File: src/rtl/wordcell_pkg.sv
// Shared types and constants for the Wordcell latch-bank controller.
package wordcell_pkg;
  typedef enum logic [2:0] {IDLE, SETUP, STROBE, HOLD, RESP} state_t;

  localparam logic OP_WRITE   = 1'b1;
  localparam logic OP_READ    = 1'b0;
  localparam int   DEF_WORDS  = 8;
  localparam int   DEF_DATA_W = 8;
  // Strobe down-counter width; covers STROBE_CYC up to 15.
  localparam int   CNT_W      = 4;
endpackage

File: src/rtl/wordcell_mem_ctrl_rr_arb2.sv
// Two-requester round-robin arbiter; on a tie the requester not granted last wins.
module rr_arb2 (
  input  logic       clk,
  input  logic       rst_n,
  input  logic [1:0] valid,
  input  logic       upd_en,
  output logic [1:0] grant
);
  logic last_grant;

  always_comb begin
    grant = valid;
    if (valid == 2'b11) grant = last_grant ? 2'b01 : 2'b10;
  end

  always_ff @(posedge clk) begin
    if (!rst_n)                   last_grant <= 1'b1;
    else if (upd_en && |grant)    last_grant <= grant[1];
  end
endmodule

File: src/rtl/wordcell_mem_ctrl.sv
// Sequences arbitrated requests into setup / select-strobe / hold accesses of a latch bank.
module wordcell_mem_ctrl
  import wordcell_pkg::*;
#(
  parameter int WORDS      = DEF_WORDS,
  parameter int ADDR_W     = 3,
  parameter int DATA_W     = DEF_DATA_W,
  parameter int STROBE_CYC = 2
) (
  input  logic                    clk,
  input  logic                    rst_n,
  input  logic                    req0_valid,
  output logic                    req0_ready,
  input  logic                    req0_we,
  input  logic [ADDR_W-1:0]       req0_addr,
  input  logic [DATA_W-1:0]       req0_wdata,
  input  logic                    req1_valid,
  output logic                    req1_ready,
  input  logic                    req1_we,
  input  logic [ADDR_W-1:0]       req1_addr,
  input  logic [DATA_W-1:0]       req1_wdata,
  output logic                    rsp0_valid,
  output logic                    rsp1_valid,
  output logic [DATA_W-1:0]       rsp_rdata,
  output logic                    rsp_err,
  output logic                    mem_op,
  output logic [WORDS-1:0]        mem_sel,
  output logic [DATA_W-1:0]       mem_in_bus,
  input  logic [WORDS*DATA_W-1:0] mem_out_flat,
  output logic                    busy
);
  typedef struct packed {
    logic              we;
    logic              own;
    logic [ADDR_W-1:0] addr;
    logic [DATA_W-1:0] wdata;
  } req_t;

  state_t           state, state_nxt;
  req_t             req_q, req_in;
  logic [CNT_W-1:0] cnt;
  logic             err_q, accept, in_range, drive;
  logic [DATA_W-1:0] rdata_q, rd_word;
  logic [1:0]       req_valid, grant;

  assign req_valid = {req1_valid, req0_valid};
  assign accept    = rst_n && (state == IDLE) && |req_valid;
  assign req0_ready = accept && grant[0];
  assign req1_ready = accept && grant[1];
  assign req_in = grant[1] ? {req1_we, 1'b1, req1_addr, req1_wdata}
                           : {req0_we, 1'b0, req0_addr, req0_wdata};
  // Extra bit so WORDS == 2**ADDR_W does not wrap to zero.
  assign in_range = {1'b0, req_q.addr} < (ADDR_W+1)'(WORDS);

  rr_arb2 u_arb (
    .clk    (clk),
    .rst_n  (rst_n),
    .valid  (req_valid),
    .upd_en (accept),
    .grant  (grant)
  );

  always_comb begin
    rd_word = '0;
    mem_sel = '0;
    for (int k = 0; k < WORDS; k++) begin
      if (req_q.addr == ADDR_W'(k)) rd_word = mem_out_flat[k*DATA_W +: DATA_W];
      mem_sel[k] = (state == STROBE) && (req_q.addr == ADDR_W'(k));
    end
  end

  always_comb begin
    state_nxt  = state;
    drive      = (state == SETUP) || (state == STROBE) || (state == HOLD);
    mem_op     = OP_READ;
    mem_in_bus = '0;
    busy       = (state != IDLE);
    rsp0_valid = 1'b0;
    rsp1_valid = 1'b0;
    rsp_rdata  = '0;
    rsp_err    = 1'b0;
    // op and bus are held across SETUP..HOLD so they never move while a select is high
    if (drive) begin
      mem_op = req_q.we;
      if (req_q.we == OP_WRITE) mem_in_bus = req_q.wdata;
    end
    case (state)
      IDLE:    if (accept) state_nxt = SETUP;
      SETUP:   state_nxt = STROBE;
      STROBE:  if (cnt == '0) state_nxt = HOLD;
      HOLD:    state_nxt = RESP;
      RESP: begin
        state_nxt  = IDLE;
        rsp0_valid = !req_q.own;
        rsp1_valid = req_q.own;
        rsp_rdata  = rdata_q;
        rsp_err    = err_q;
      end
      default: state_nxt = IDLE;
    endcase
  end

  always_ff @(posedge clk) begin
    if (!rst_n) begin
      state   <= IDLE;
      req_q   <= '0;
      cnt     <= '0;
      err_q   <= 1'b0;
      rdata_q <= '0;
    end else begin
      state <= state_nxt;
      case (state)
        IDLE: if (accept) begin
          req_q   <= req_in;
          err_q   <= 1'b0;
          rdata_q <= '0;
        end
        SETUP: cnt <= CNT_W'(STROBE_CYC - 1);
        STROBE: begin
          err_q <= !in_range;
          if (cnt != '0) cnt <= cnt - 1'b1;
          else if (req_q.we == OP_READ && in_range) rdata_q <= rd_word;
        end
        default: ;
      endcase
    end
  end
endmodule
File: config.mk
export PLATFORM = sky130hd
export DESIGN_NAME = wordcell_mem_ctrl
export DESIGN_NICKNAME = d
export VERILOG_FILES = /design/src/rtl/wordcell_pkg.sv /design/src/rtl/wordcell_mem_ctrl_rr_arb2.sv /design/src/rtl/wordcell_mem_ctrl.sv
export SDC_FILE = /design/constraint.sdc
export NUM_CORES = 1
export LEC_CHECK = 0
export CORE_UTILIZATION = 42
export CTS_CLUSTER_SIZE = 24
export DETAILED_ROUTE_END_ITERATION = 16
export PLACE_DENSITY = 0.87
export SYNTH_ARGS = -nofsm -noshare
export SYNTH_HDL_FRONTEND = slang
export SYNTH_HIERARCHICAL = 1
export SYNTH_SLANG_ARGS = --single-unit
export TNS_END_PERCENT = 30
File: constraint.sdc
create_clock -name clk -period 5.1 [get_ports clk]
set_clock_uncertainty 0.2 [all_clocks]
set_input_delay 1.275 -clock clk [delete_from_list [all_inputs] [get_ports clk]]
set_output_delay 1.275 -clock clk [all_outputs]
set_load 0.02 [all_outputs]
# Yosys cells after proc, flatten, opt, wreduce, memory -nomap -nowiden
# Index checks and enable logic that the tools add are counted.
# totals
reg_bits	30
in_bits	92
out_inout_bits	31
# op_classes
muxes	29
addsub	1
n_eq_ne	17
reduce_logical	30
# op_table
cell	count
$mux 8	14
$pmux 8 s2	1
$eq 3x3->1 const B	5
$logic_and 1x1->1	13
$mux 13	1
$eq 3x2->1 const B	4
$pmux 3 s4	1
$pmux 4 s2	1
$reduce_and 2->1	4
$eq 3x1->1 const B	2
$logic_not 3->1	2
$mux 3	2
$ne 2x2->1 const B	3
$mux 1	5
$logic_not 4->1	1
$mux 2	2
$mux 4	1
$ne 2x1->1 const B	2
$reduce_and 4->1	1
$reduce_bool 2->1	2
$reduce_bool 4->1	1
$reduce_or 2->1	2
$sub 4x1->4 const B	1
$reduce_bool 3->1	1
other kinds (4)	5

# Depth between registers and ports, before layout
# depth
depth_word	12
depth_mapped	8

# Modules after synthesis
# The synthesis kept the hierarchy.
# by_module_without_submodules
mod	n_inst	cells_each	area_each_um2
wordcell_mem_ctrl	1	255	2119.5
rr_arb2	1	7	58.8

# Worst setup path after synthesis
# No wires, ideal clock.
# synth_path
path_kind	input port to output port
start	input rst_n
end	output req0_ready
arrival_time_ps	2517
path_stages	6
t_required_ps	3625
path_slack_ps	1108
cell_sequence	buf_2 > nor2b_1 > o211ai_2 > clkinv_1 > clkbuf_1 > and2_1
# synth_via
elab_chain_len	3
# synth_lines
item	line	rtl
start: declaration	wordcell_mem_ctrl.sv:11	input logic rst_n,
$logic_and 1x1->1 (2 in a row)	wordcell_mem_ctrl.sv:47	assign accept = rst_n && (state == IDLE) && |req_valid;
$logic_and 1x1->1	wordcell_mem_ctrl.sv:48	assign req0_ready = accept && grant[0];
end: declaration	wordcell_mem_ctrl.sv:13	output logic req0_ready,
# No other way between the ends.

# Final worst setup path
# layout_path
start	input req1_valid
end	output req0_ready
# layout_via
elab_chain_len	3
# layout_lines
item	line	rtl
start: declaration	wordcell_mem_ctrl.sv:17	input logic req1_valid,
$eq 2x2->1 or $reduce_or 2->1 (tied branches)	wordcell_mem_ctrl_rr_arb2.sv:13, wordcell_mem_ctrl.sv:47	
$mux 2 or $logic_and 1x1->1 (tied branches)	wordcell_mem_ctrl_rr_arb2.sv:13, wordcell_mem_ctrl.sv:47	
$logic_and 1x1->1 *	wordcell_mem_ctrl.sv:48	
# Every way passes the cells marked *; elsewhere a longest branch is shown, timed or not.

==> impl_metrics.ini <==
[synth]
synthesis.nets = 356
ys.flop_type = dfxtp_1
synthesis.instances = 262
syn_area_per_cell_um2 = 8.314
netlist_area_um2 = 2178
synth_top_area_cell = dfxtp_1
yosysMostFrequentCell = dfxtp_1
ys_seq_area_share_pct = 26.65
async_flop_share_pct = 0
synth_common_cells = dfxtp_1, mux2i_1, nor2_1
synth_warnings = 6
synth_top_area_share_pct = 26.65
ys_types = 46
synth_edf_count = 0
ys_ff_latch = 29
yosys-top-cells-area = dfxtp_1, mux2i_1, mux4_2

[timing]
finalSetupViolations = 0
final-hold-violation-count = 0
final_max_slew_viol_count = 0
slew_headroom_pct = 28.29
tightest_slew_ps = 1074
period_share_pct = 91.49
fin_setup_tns_ps = 0
rsz0062_at_grt = no
period_needed_ps = 4666
fmax_ghz = 0.2143

[clock_network]
cts_buffers = 5
cts_resized = 0
cts_tree = yes
h-tree-depth = 2
clock-root-buffer = clkbuf_8
clk_pin_slew_ps = 60
post-cts-setup-buffers = 0
clkSinkCount = 29
worst_skew_pair.late_latency_ps = 270
clockBufferDepth = 2
ctsHoldBuffers = 0

[detailed_routing]
drtPass1Iterations = 4
final_antenna_net_count = 0
drtIter0Drc = 131
drc = 0
via_per_inst = 5.334
post_drt_wl_per_cell_um = 14.49
num_vias = 2347
wl_mm = 6.375

[floorplan]
die_x_um = 74.02
rows = 25
io_pins = 123
coreArea_um2 = 4848
fp.dieH_um = 74.02
initial_core_util_pct = 44.93
dieArea_um2 = 5478

[layout]
layout-drive-gt1-share_pct = 7.507
num-nets-final = 466
fillCellCount = 381
diodes = 0
final_core_util_pct = 72.31
syn2layout_area_growth_pct = 60.94

[placed_design]
port_buffers = 121
dp_hpwl_mm = 4.962
gp_congestion = 0.8427

[worst_setup_path]
cp.arrival_ps = 3190
cp_top_family = buffers and inverters
startpoint_type = input port
critPathSlowestCell = clkdlybuf4s50_1
critPathMaxStageDelay_ps = 530
cp_max_fo = 10
critical_path_buf_inv_count = 3
cp-end-kind = primary output
crit_chain = clkdlybuf4s50_1 > o211ai_2 > clkinv_1 > and2_1 > clkdlybuf4s50_1
critPathMostFrequentCell = clkdlybuf4s50_1
worst-endpoint-required_ps = 3620
criticalPathCategory = input port to primary output

[grt]
overflow = 0
antenna_found_initial = 0
grt_pass1_wl_mm = 9.549
grt_start_max_net_pins = 30
grt_pass1_vias = 2168
grt_usage_pct = 22.44

[min_path]
hold_path.class = flip-flop to flip-flop

[status]
status = finished clean

[power_and_ir_drop]
p_total_mw = 0.7727
peakVddDrop_uv = 199.3
leakage_nw = 1.291
p_per_area_nw_per_um2 = 220.4

[job]
drv_cap = 0
## tightest hold or removal path, delay by kind of cell (launching register included)
kind | cells | cell delay [ps]
and+or+nand+nor | 1 | 90
AOI/OAI and AO/OA | 1 | 50
DFF | 1 | 300
## metrics by stage
| step | hold WS, ps | worst slack, ps | cells | area [um2] |
|---|---|---|---|---|
| 2_1_floorplan | 245.2 | 1108 | 262 | 2178 |
| 3_3_place_gp | 282.8 | 510.3 | 432 | 3405 |
| 3_5_place_dp | 286.8 | 445.0 | 432 | 3405 |
| 4_1_cts | 294.2 | 442.8 | 440 | 3506 |
| 5_1_grt | 308.3 | 299.6 | 440 | 3506 |
| 6_report | 294.7 | 433.8 | 440 | 3506 |
## cell usage in the layout (no fill, tap or decap), drive strengths merged, types with 2 or more instances in the layout
master         instances
nor2b                 10
nand2                 11
and2                  10
nand3                  3
nor3b                  4
clkdlybuf4s50        121
mux2i                 26
xor2                   2
ha                     2
a21boi                 2
clkinv                 3
or3                    4
a221o                  4
inv                    8
mux2                   5
or3b                   3
nor3                   7
a211oi                12
a22oi                  3
buf                    5
nor4                   5
nor2                  25
o21ai                  2
clkbuf                 7
a31oi                  3
dfxtp                 29
a21oi                  5
nand4                  7
o211ai                12
and3                  12
mux4                   5
nand2b                 4
nand3b                 3
## registers in the layout, summed over array words and instances (netlist names)
name              cells
rdata_q               8
u_arb/last_grant      1
cnt                   4
req_q                13
state                 3
## cells by family after synthesis
logic type                 Yosys count  synth area share (%)
adders and majority gates            2                 1.149
and+or+nand+nor                    112                 28.55
xor gates and xnor gates             3                 1.206
buffers and inverters               33                 6.605
muxes                               36                 19.70
other                                1                0.1721
DFF                                 29                 26.65
AOI/OAI and AO/OA                   46                 15.97
## layout make-up
class | instances | area, um2 | area share (%)
Multi-Input combinational cell | 200 | 1454 | 41.47
Sequential cell | 29 | 580.6 | 16.56
Clock buffer | 7 | 96.34 | 2.748
Tap cell | 67 | 83.83 | 2.391
Inverter | 10 | 37.54 | 1.071
Timing Repair Buffer | 126 | 1249 | 35.62
Clock inverter | 1 | 5.005 | 0.1428
## final timing paths
path	from	end	slack, ps	cells after the start
worst max-delay path	req1_valid	req0_ready	430	5
worst min-delay path	req_q[3]	req_q[3]	290	2
worst max register to register	cnt[0]	rdata_q[7]	2620	6
worst min register to register	req_q[3]	req_q[3]	290	2
## per-layer routing
layer	part of all wire (%)	routed length, um	track usage (%)	up-vias
li1	-	-	-	1178
met5	0	0	0	-
met3	5.9	379	5.691	8
met4	0.93	59	5.769	0
met2	52	3346	40.10	91
met1	41	2591	26.72	1070
## where the power goes
group / leakage, nW / switching [mW] / internal, mW / total (mW)
clock: 0.0542 / 0.0816 / 0.122 / 0.203
sequential: 0.237 / 0.0359 / 0.251 / 0.287
combinational: 0.999 / 0.125 / 0.158 / 0.283
No activity file was read; power rests on OpenSTA's default activity.
==> patch: new RTL, same flow settings <==
Set the parameter `ADDR_W` to 4 (it was 3).
--- a/src/rtl/wordcell_mem_ctrl.sv
+++ b/src/rtl/wordcell_mem_ctrl.sv
@@ -3,7 +3,7 @@
   import wordcell_pkg::*;
 #(
   parameter int WORDS      = DEF_WORDS,
-  parameter int ADDR_W     = 3,
+  parameter int ADDR_W     = 4,
   parameter int DATA_W     = DEF_DATA_W,
   parameter int STROBE_CYC = 2
 ) (
Ports: changed (resized req0_addr and req1_addr); port bits go from 123 to 125. No check against the original RTL was run, so the function may have changed too.
==> patch against the original RTL <==
- area after synthesis increased by 7.6%
- first-iteration DRC count increased by 12%
- total power increased by 4.9%
- global-route usage increased by 2.4 points
- register-to-register slack improved by 0.21 ns
- via count increased by 14%
- routed wire length increased by 12%
- combinational power increased by 16%
- sequential cell count increased by 2
- critical endpoint is now req1_ready
- design area increased by 4.8%
- setup slack got worse by 0.066 ns
- synthesized cell count increased by 23%
- clock power decreased by 8%
==> patch: results (changes against the original RTL) <==
- DR vias: 2,681 (was 2,347)
- Gate Count Post-Synth: 323 (was 262)
- Placed Instance Area: 3590 µm² (was 3400 µm²)
- Multi-input combinational area share: 43.1% (was 41.5%)
- NonClk Buf Share: 34.8% (was 35.6%)
- Largest regs: req_q x14, rdata_q x8, cnt x4 (was req_q x13, rdata_q x8, cnt x4)
- Critical Path AT: 3.26 ns (was 3.19 ns)
- Vias in the first global route: 2,566 (was 2,168)
- Status: finished, final reports clean (unchanged)
- Critical path fanouts, max: 3 (was 10)
- Unique masters post-synth: 41 (was 46)
- R2r startpoint: state[1]$_SDFFE_PN0P_ (was cnt[0]$_SDFFE_PN0P_)
- Multi-In Gates: 259 (was 200)
- Total GRT Usage: 24.8% (was 22.4%)
- Multiplexer share of the synthesized area: 6.40% (was 19.7%)
- Inverters, non-clock: 5 (was 10)
- Iter 0 DRT Violations: 147 (was 131)
- Non-Clock Buffer Count: 129 (was 126)
- Post-Synth XOR/XNOR Area: 1.12% (was 1.21%)
- Largest net degree at the start of global routing: 54 (was 30)
- Post-synthesis sequential area ratio: 26.5% (was 26.7%)
- Place WS: 0.367 ns (was 0.445 ns)
- Crit path max-delay cell type: or4b_2 (was clkdlybuf4s50_1)
- CP peak stage delay: 0.62 ns (was 0.53 ns)
- Syn_nets: 419 (was 356)
- Max-slew headroom: 41.2% (was 28.3%)
- Synth top area cells: dfxtp_1 26%, nor2_1 8.0%, a211oi_1 7.0% (was dfxtp_1 27%, mux2i_1 12%, mux4_2 5.2%)
- Synth top cells by count: 50 x nor2_1, 32 x a21oi_1, 31 x dfxtp_1, 25 x nand2_1, 22 x a211oi_1 (was 29 x dfxtp_1, 26 x mux2i_1, 25 x nor2_1, 12 x a211oi_1, 12 x and3_1)
- Clkbuf count: 6 (was 7)
- Pwr dens: 221 nW/µm² (was 220 nW/µm²)
- Worst VDD drop: 0.121 mV (was 0.199 mV)
- Nets@finish: 527 (was 466)
- Sequential cell area: 621 µm² (was 581 µm²)
- Synth Area in Compound Gates: 25.6% (was 16.0%)
- Final WL: 7130 µm (was 6380 µm)
- I/O Buffers: 124 (was 121)
- Clock Sinks: 31 (was 29)
- Layout cells sized above 1: 6.71% (was 7.51%)
- Hold Crit Start: rdata_q[2]$_SDFFE_PN0P_ (was req_q[3]$_SDFFE_PN0P_)
- Placer Congestion: 0.881 (was 0.843)
- P_leak: 1.33 nW (was 1.29 nW)
- Layout fillers: 433 (was 381)
patch: changes by cell type in the layout (fill, tap and decap cells not counted), sizes merged, moves of 10 or more:
cell / change
mux2i: -11
nand2b: +13
o211ai: -12
a211oi: +10
nor2: +25
a21oi: +27
nand2: +14
patch: power by group:
part / internal (mW) / total (mW) / switching [mW] / leakage [nW]
clock network: 0.0952 / 0.187 / 0.0917 / 0.0412
logic: 0.165 / 0.327 / 0.163 / 1.03
registers: 0.267 / 0.296 / 0.0291 / 0.254
total: 0.527 / 0.810 / 0.283 / 1.33
patch: routing by layer:
metal	track usage, %	wire, µm	vias up
met5	0	0	-
met2	42.1	3490	89
met1	31.0	3100	1210
li1	-	-	1366
met3	4.17	372	16
met4	9.81	177	0
patch: worst paths after layout:
check	end	slack, ns	cells past startpoint
max	req1_ready	0.37	5
min reg2reg	rdata_q[2]$_SDFFE_PN0P_	0.26	2
min	rdata_q[2]$_SDFFE_PN0P_	0.26	2
max reg2reg	rdata_q[1]$_SDFFE_PN0P_	2.83	5
